### config.mk
export PLATFORM = sky130hd
export DESIGN_NAME = i2s_tx
export DESIGN_NICKNAME = d
export VERILOG_FILES = /design/src/rtl/i2s_tx.sv
export SDC_FILE = /design/constraint.sdc
export NUM_CORES = 1
export LEC_CHECK = 0
export ABC_AREA = 1
export BUFFER_PORTS_ARGS = -buffer_cell sky130_fd_sc_hd__buf_2
export CAP_MARGIN = 20
export CORE_UTILIZATION = 56
export DETAILED_ROUTE_END_ITERATION = 8
export PLACE_DENSITY_LB_ADDON = 0.05
export SYNTH_ARGS = -nofsm -noshare
export SYNTH_HDL_FRONTEND = slang
export SYNTH_SLANG_ARGS = --single-unit
export TNS_END_PERCENT = 1
### constraint.sdc
create_clock -name clk -period 3.31 [get_ports clk]
set_clock_uncertainty 0.15 [all_clocks]
set_input_delay 0.331 -clock clk [delete_from_list [all_inputs] [get_ports clk]]
set_output_delay 0.331 -clock clk [all_outputs]
set_load 0.01 [all_outputs]
### src/rtl/i2s_tx.sv
// Philips I2S transmitter: serializes 16-bit stereo samples onto BCLK/LRCK/DATA.
// Define I2S_TX_LEFT_JUSTIFIED_EN to select left-justified framing.
module i2s_tx #(
  parameter int CLK_DIV = 4,
  parameter int WIDTH   = 16
) (
  input  logic             clk,
  input  logic             rst_n,
  input  logic [WIDTH-1:0] left,
  input  logic [WIDTH-1:0] right,
  output logic             i2s_bclk,
  output logic             i2s_lrck,
  output logic             i2s_data,
  output logic             frame_stb
);

  localparam int SLOTS = 2 * WIDTH;
  localparam int DW    = (CLK_DIV > 1) ? $clog2(CLK_DIV) : 1;
  localparam int SW    = $clog2(SLOTS);
  localparam int IW    = (WIDTH > 1) ? $clog2(WIDTH) : 1;

  logic [DW-1:0]    div_cnt;
  logic [SW-1:0]    slot;
  logic [SW-1:0]    slot_nxt;
  logic [WIDTH-1:0] l_h;
  logic [WIDTH-1:0] r_h;
  logic [IW-1:0]    l_idx;
  logic [IW-1:0]    r_idx;
  logic             div_tc;
  logic             fall_evt;
  logic             data_nxt;
  logic             lrck_nxt;

  assign div_tc   = (div_cnt == DW'(CLK_DIV - 1));
  assign fall_evt = div_tc & i2s_bclk;
  assign slot_nxt = (slot == SW'(SLOTS - 1)) ? '0 : slot + 1'b1;

`ifdef I2S_TX_LEFT_JUSTIFIED_EN
  // Slot 0 carries the left MSB, so it comes straight from the input being captured.
  always_comb begin
    l_idx    = IW'(WIDTH - 1 - int'(slot_nxt));
    r_idx    = IW'(2 * WIDTH - 1 - int'(slot_nxt));
    data_nxt = 1'b0;
    if (slot_nxt == '0)
      data_nxt = left[WIDTH-1];
    else if (int'(slot_nxt) < WIDTH)
      data_nxt = l_h[l_idx];
    else
      data_nxt = r_h[r_idx];
    lrck_nxt = (int'(slot_nxt) < WIDTH);
  end
`else
  logic r0;

  // One-bit delay: the right LSB spills into slot 0 of the following frame via r0.
  always_comb begin
    l_idx    = IW'(WIDTH - int'(slot_nxt));
    r_idx    = IW'(2 * WIDTH - int'(slot_nxt));
    data_nxt = 1'b0;
    if (slot_nxt == '0)
      data_nxt = r0;
    else if (int'(slot_nxt) <= WIDTH)
      data_nxt = l_h[l_idx];
    else
      data_nxt = r_h[r_idx];
    lrck_nxt = (int'(slot_nxt) >= WIDTH);
  end

  always_ff @(posedge clk or negedge rst_n) begin
    if (!rst_n)
      r0 <= 1'b0;
    else if (fall_evt && slot_nxt == SW'(SLOTS - 1))
      r0 <= r_h[0];
  end
`endif

  always_ff @(posedge clk or negedge rst_n) begin
    if (!rst_n) begin
      div_cnt   <= '0;
      i2s_bclk  <= 1'b0;
      slot      <= SW'(SLOTS - 1);
      l_h       <= '0;
      r_h       <= '0;
      i2s_lrck  <= 1'b0;
      i2s_data  <= 1'b0;
      frame_stb <= 1'b0;
    end else begin
      frame_stb <= 1'b0;
      if (div_tc) begin
        div_cnt  <= '0;
        i2s_bclk <= ~i2s_bclk;
      end else begin
        div_cnt  <= div_cnt + 1'b1;
      end
      // Data, LRCK and strobe move together with the BCLK falling toggle.
      if (fall_evt) begin
        slot     <= slot_nxt;
        i2s_data <= data_nxt;
        i2s_lrck <= lrck_nxt;
        if (slot_nxt == '0) begin
          l_h       <= left;
          r_h       <= right;
          frame_stb <= 1'b1;
        end
      end
    end
  end

endmodule

==> results of run 1 <==
-- cell families after synthesis --
family / after synthesis / synth area share
compound gates: 22 / 0.0478
fa+ha+maj: 4 / 0.0217
buf+inv: 25 / 0.0597
flops: 44 / 0.480
mux: 25 / 0.163
simple gates: 124 / 0.228
-- per-stage QoR --
stage | hold slack, ns | power, W
floorplan | -0.115 | 0.000549
global placement | 0.263 | 0.000577
detailed placement | 0.273 | 0.000578
CTS | 0.0660 | 0.000980
global route | 0.0924 | 0.00101
finish | 0.0336 | 0.000969
-- worst paths after layout --
path | endpoint | slack, ns | cells after the start
min in group clk | r_h[10]$_DFFE_PN0P_ | 0.10 | 3
min reg2reg | div_cnt[0]$_DFF_PN0_ | 0.28 | 1
max reg2reg | r_h[12]$_DFFE_PN0P_ | 0.54 | 12
max in group asynchronous | r_h[3]$_DFFE_PN0P_ | 2.40 | 1
max | r_h[12]$_DFFE_PN0P_ | 0.54 | 12
min | frame_stb$_DFF_PN0_ | 0.03 | 1
-- layer usage --
metal / up-vias / share of wire / track usage
met5: - / 0 / 0
met4: 0 / 0.011 / 0.0638
met3: 6 / 0.039 / 0.0586
met2: 42 / 0.45 / 0.355
met1: 758 / 0.50 / 0.305
li1: 860 / - / -
-- power by group through the flow --
stage	Clock (W)	Combinational [W]	Sequential (W)
after floorplan	0	0.000000713	0.000548
after global placement	0	0.0000297	0.000548
after detailed placement	0	0.0000303	0.000548
after CTS	0.000413	0.0000304	0.000537
after global routing	0.000439	0.0000335	0.000537
final	0.000403	0.0000291	0.000537
-- placed cells by master (no fill, tap or decap), types with 2 or more instances in the layout --
master     n
a21oi_1    2
buf_2     37
clkbuf_8   5
dfrtp_1   39
dfstp_2    5
ha_1       4
inv_1     17
mux2_4    25
nand2_1   93
nand3_1   13
nor2_1    11
o21ai_0   20
-- flip-flops by register name, indices dropped and copies added (netlist names) --
name / cells
slot: 5
i2s_bclk: 1
l_h: 16
i2s_data: 1
r_h: 16
i2s_lrck: 1
frame_stb: 1
r0: 1
div_cnt: 2
-- worst max-delay path, cell delays in order, from the launching register on --
cell and delay (ns):
dfstp_2 0.59, ha_1 0.21, nand2_1 0.10, nor2_1 0.10
ha_1 0.24, inv_1 0.11, nand3_2 0.14, nand2_2 0.06
inv_2 0.07, nand2_4 0.07, nor2_8 0.25, buf_12 0.25
mux2_4 0.32
-- cell type report --
class | count | share of cell area
Timing Repair Buffer | 39 | 0.0812
Sequential cell | 44 | 0.423
Multi-Input combinational cell | 175 | 0.405
Inverter | 18 | 0.0258
Clock buffer | 5 | 0.0263
Tap cell | 48 | 0.0229
Clock inverter | 3 | 0.0162
==> impl_metrics.env, run 1 <==
export IMPL_crit_start="slot[0]$_DFFE_PN1P_"
export IMPL_regArea_sq_mm=0.00111
export IMPL_p_leak_nw=1.41
export IMPL_syn_to_final_growth_pct=13.6
export IMPL_fmax_mhz=361
export IMPL_relSlewSlack=0.369
export IMPL_cts_tree="done"
export IMPL_rows=22
export IMPL_netlist_area_leader_share=0.423
export IMPL_via_per_inst=5.02
export IMPL_cp_required_ns=3.34
export IMPL_ys_top_cells_by_count="93 x nand2_1, 39 x dfrtp_1, 25 x mux2_4"
export IMPL_hold_viol=0
export IMPL_grt_pass1_wl_um=7200
export IMPL_seq_area_frac_synth=0.480
export IMPL_final_area_sq_mm=0.00262
export IMPL_r2r_start="slot[0]$_DFFE_PN1P_"
export IMPL_syn_avg_cell_area_sq_um=9.45
export IMPL_drt_iter0_drc=131
export IMPL_synth_ff_type="dfrtp_1"
export IMPL_drive_above_1_share=0.289
export IMPL_antenna_cells=0
export IMPL_cts_buffers=5
export IMPL_power_density_mw_per_mm2=370
export IMPL_switching_power_w=0.000195
export IMPL_fin_crit_ns=2.77
export IMPL_clkPwrFrac=0.416
export IMPL_finalWorstSetupSlack_ns=0.537
export IMPL_postSynthNetCount=282
export IMPL_cts_resized=0
export IMPL_gp_congestion=0.897
export IMPL_synth_edf_count=0
export IMPL_yosys_top_cells_area="dfrtp_1 42%, mux2_4 16%, nand2_1 15%, dfstp_2 5.7%, o21ai_0 4.3%"
export IMPL_synthCells=244
export IMPL_grt_usage=0.225
export IMPL_antenna_found_initial=0
export IMPL_cp_arrival_ns=2.80
export IMPL_hpwl_um=3120
export IMPL_hp_class="input port to async pin"
export IMPL_num_vias=1666
export IMPL_min_period_over_period=0.838
export IMPL_pwr_share_comb=0.030
export IMPL_core_area_sq_mm=0.00380
export IMPL_nFillCells=312
export IMPL_tns_ns=0
export IMPL_drt_antenna_violating_nets=0
export IMPL_grt_pass1_vias=1593
export IMPL_cts_sink_count=44
export IMPL_cp_max_fo=24
export IMPL_maxSlewViolCount=0
export IMPL_worstSetupPathType="flip-flop to flip-flop"
export IMPL_drv_cap=0
export IMPL_setup_viol=0
export IMPL_outcome="completed"
export IMPL_firstDrtPassIters=5
export IMPL_ys_seq_elements=44
export IMPL_fp_dieH_um=66.2
export IMPL_fp_dieW_um=66.2
export IMPL_htreeDepth=2
export IMPL_swShare=0.201
export IMPL_grt_max_degree=45
export IMPL_p_int_w=0.000775
export IMPL_start_util=0.607
export IMPL_pwr_share_seq=0.554
export IMPL_synthArstFlopShare=1.00
export IMPL_stdcell_count=332
export IMPL_ctsHoldBuffers=0
export IMPL_ir_drop_mv=0.260
export IMPL_multiInputGateArea_sq_mm=0.00106
export IMPL_postCtsSetupBuffers=0
export IMPL_cts_root_buf="clkbuf_8"
export IMPL_io_pins=38
export IMPL_dp_cells=324
export IMPL_drc_errors=0
export IMPL_dpl_worst_slack_ns=0.538
export IMPL_synth_area_sq_mm=0.00231
export IMPL_post_route_util=0.690
export IMPL_synth_cell_types=22
export IMPL_fp_dieArea_sq_mm=0.00438
export IMPL_synth_top_cell_by_area="dfrtp_1"
export IMPL_grt_setup_unrepaired="no"
export IMPL_final_nets=321
export IMPL_worstMarginPinSlew_ns=0.946
export IMPL_routed_wl_um=4290
export IMPL_synth_warnings=0
export IMPL_yosysMostFrequentCell="nand2_1"
export IMPL_cp_start_kind="flip-flop"
export IMPL_path_clk_slew_ns=0.08
export IMPL_dpl_cell_area_sq_mm=0.00251
export IMPL_routedWlPerCell_um=12.9
export IMPL_endpoint_kind="flip-flop"
export IMPL_clock_latency_ns=0.29
export IMPL_cts_path_max_buffers=2
export IMPL_portBuffers=37
export IMPL_grt_ovfl_total=0
(Power assumes the default switching activity.)
==> run 2, diff against run 1 <==
Settings changed: CORE_UTILIZATION 56 to 50.
Clock period 3.31 ns to 2.4 ns, I/O delays scaled along.
==> impl_metrics.env, run 2 (same netlist as run 1, synthesis figures left out) <==
export IMPL_grt_ovfl_total=0
export IMPL_worstMarginPinSlew_ns=0.385
export IMPL_cp_arrival_ns=2.40
export IMPL_worstSetupPathType="flip-flop to flip-flop"
export IMPL_maxSlewViolCount=0
export IMPL_cts_path_max_buffers=2
export IMPL_final_nets=344
export IMPL_io_pins=38
export IMPL_grt_setup_unrepaired="yes"
export IMPL_report_power_total_w=0.00125
export IMPL_start_util=0.526
export IMPL_setup_viol=0
export IMPL_cp_start_kind="flip-flop"
export IMPL_portBuffers=37
export IMPL_power_density_mw_per_mm2=434
export IMPL_antenna_cells=0
export IMPL_fp_dieArea_sq_mm=0.00489
export IMPL_via_per_inst=4.97
export IMPL_r2r_cells=12
export IMPL_final_cell_mix="90 x nand2_1, 39 x dfrtp_1, 37 x buf_2"
export IMPL_drive_above_1_share=0.358
export IMPL_core_area_sq_mm=0.00438
export IMPL_fp_dieH_um=69.9
export IMPL_hold_viol=0
export IMPL_fmax_mhz=421
export IMPL_clock_latency_ns=0.29
export IMPL_routedWlPerCell_um=13.3
export IMPL_hold_depth=3
export IMPL_cp_max_fo=7
export IMPL_drt_iter0_drc=85
export IMPL_cts_root_buf="clkbuf_8"
export IMPL_dpl_worst_slack_ns=0.0249
export IMPL_hold_slack_ns=0.00969
export IMPL_drt_antenna_violating_nets=0
export IMPL_regToRegSetupSlack_ns=0.03
export IMPL_finalWorstSetupSlack_ns=0.0258
export IMPL_num_vias=1783
export IMPL_slowest_delay_ns=0.58
export IMPL_dp_cells=344
export IMPL_path_clk_slew_ns=0.08
export IMPL_stdcell_count=359
export IMPL_gp_congestion=0.842
export IMPL_htreeDepth=2
export IMPL_dpl_cell_area_sq_mm=0.00265
export IMPL_cts_sink_count=44
export IMPL_endpoint_kind="flip-flop"
export IMPL_cts_buffers=5
export IMPL_firstDrtPassIters=5
export IMPL_multiInputGateArea_sq_mm=0.00111
export IMPL_p_leak_nw=1.52
export IMPL_ir_drop_mv=0.348
export IMPL_grt_max_degree=29
export IMPL_fin_crit_ns=2.37
export IMPL_regArea_sq_mm=0.00111
export IMPL_antenna_found_initial=0
export IMPL_hp_class="input port to flip-flop"
export IMPL_rows=24
export IMPL_crit_slowest_cell="dfstp_2"
export IMPL_routed_wl_um=4780
export IMPL_grt_pass1_wl_um=7640
export IMPL_final_area_sq_mm=0.00289
export IMPL_syn_to_final_growth_pct=25.3
export IMPL_min_period_over_period=0.989
export IMPL_nFillCells=365
export IMPL_grt_usage=0.203
export IMPL_hpwl_um=3540
export IMPL_reg_top3="l_h (16), r_h (16), slot (5)"
export IMPL_drv_cap=0
export IMPL_layout_commonest_cell="nand2_1"
export IMPL_worstPathCellList="ha_4 > nand2_4 > nor2_4 > ha_4 > inv_2 > nand3_2 > nand2_2 > inv_2 > nand2_4 > nor2_8 > clkbuf_16 > mux2_4"
export IMPL_outcome="completed"
export IMPL_relSlewSlack=0.740
export IMPL_cp_required_ns=2.43
export IMPL_grt_pass1_vias=1659
export IMPL_cts_tree="done"
export IMPL_drc_errors=0
export IMPL_fp_dieW_um=69.9
run 2: area by class of cell:
class / instances / share of cell area
multi-input cells: 175 / 0.386
flip-flops and latches: 44 / 0.383
repair buffers: 62 / 0.154
clock buffers: 8 / 0.0312
inverters: 18 / 0.0234
well taps: 52 / 0.0225
run 2: per-stage QoR:
stage                      util  setup TNS (ns)
after floorplan               -               0
after global placement    0.604               0
after detailed placement  0.604               0
after CTS                 0.631               0
after global routing      0.659           -1.12
final                     0.659               0
run 2: report_power, final:
group | internal, W | leakage, nW | switching, W | total [W]
Combinational | 0.0000236 | 0.922 | 0.0000220 | 0.0000457
Sequential | 0.000741 | 0.556 | 0 | 0.000741
Clock | 0.000235 | 0.0455 | 0.000231 | 0.000466
run 2: what timing repair did:
action                                  CTS  global route
endpoints found under the setup margin    0            30
buffers inserted                          0             2
hold buffers                              3             0
endpoints found under the hold margin    13             0
resized for setup                         0            16
run 2: worst paths after layout:
path                                      start                    to
setup / recovery            slot[1]$_DFFE_PN1P_    r_h[1]$_DFFE_PN0P_
hold / removal                          left[6]    l_h[6]$_DFFE_PN0P_
setup reg to reg            slot[1]$_DFFE_PN1P_    r_h[1]$_DFFE_PN0P_
hold reg to reg            div_cnt[0]$_DFF_PN0_  div_cnt[0]$_DFF_PN0_
max in group asynchronous                 rst_n  div_cnt[1]$_DFF_PN0_
min in group asynchronous                 rst_n    r_h[0]$_DFFE_PN0P_
run 2: per-layer routing:
layer,wire length (um),share of wire,GRT usage,up-vias
met1,2220,0.46,0.282,830
met5,0,0,0,-
li1,-,-,-,911
met3,157,0.033,0.0404,5
met2,2340,0.49,0.321,37
met4,64,0.013,0.0667,0
run 2: critical path, delay by kind of cell, from the launching register on:
family / cells / cell delay (ns)
buf+inv: 3 / 0.32
fa+ha+maj: 2 / 0.33
simple gates: 6 / 0.59
mux: 1 / 0.29
flops: 1 / 0.58
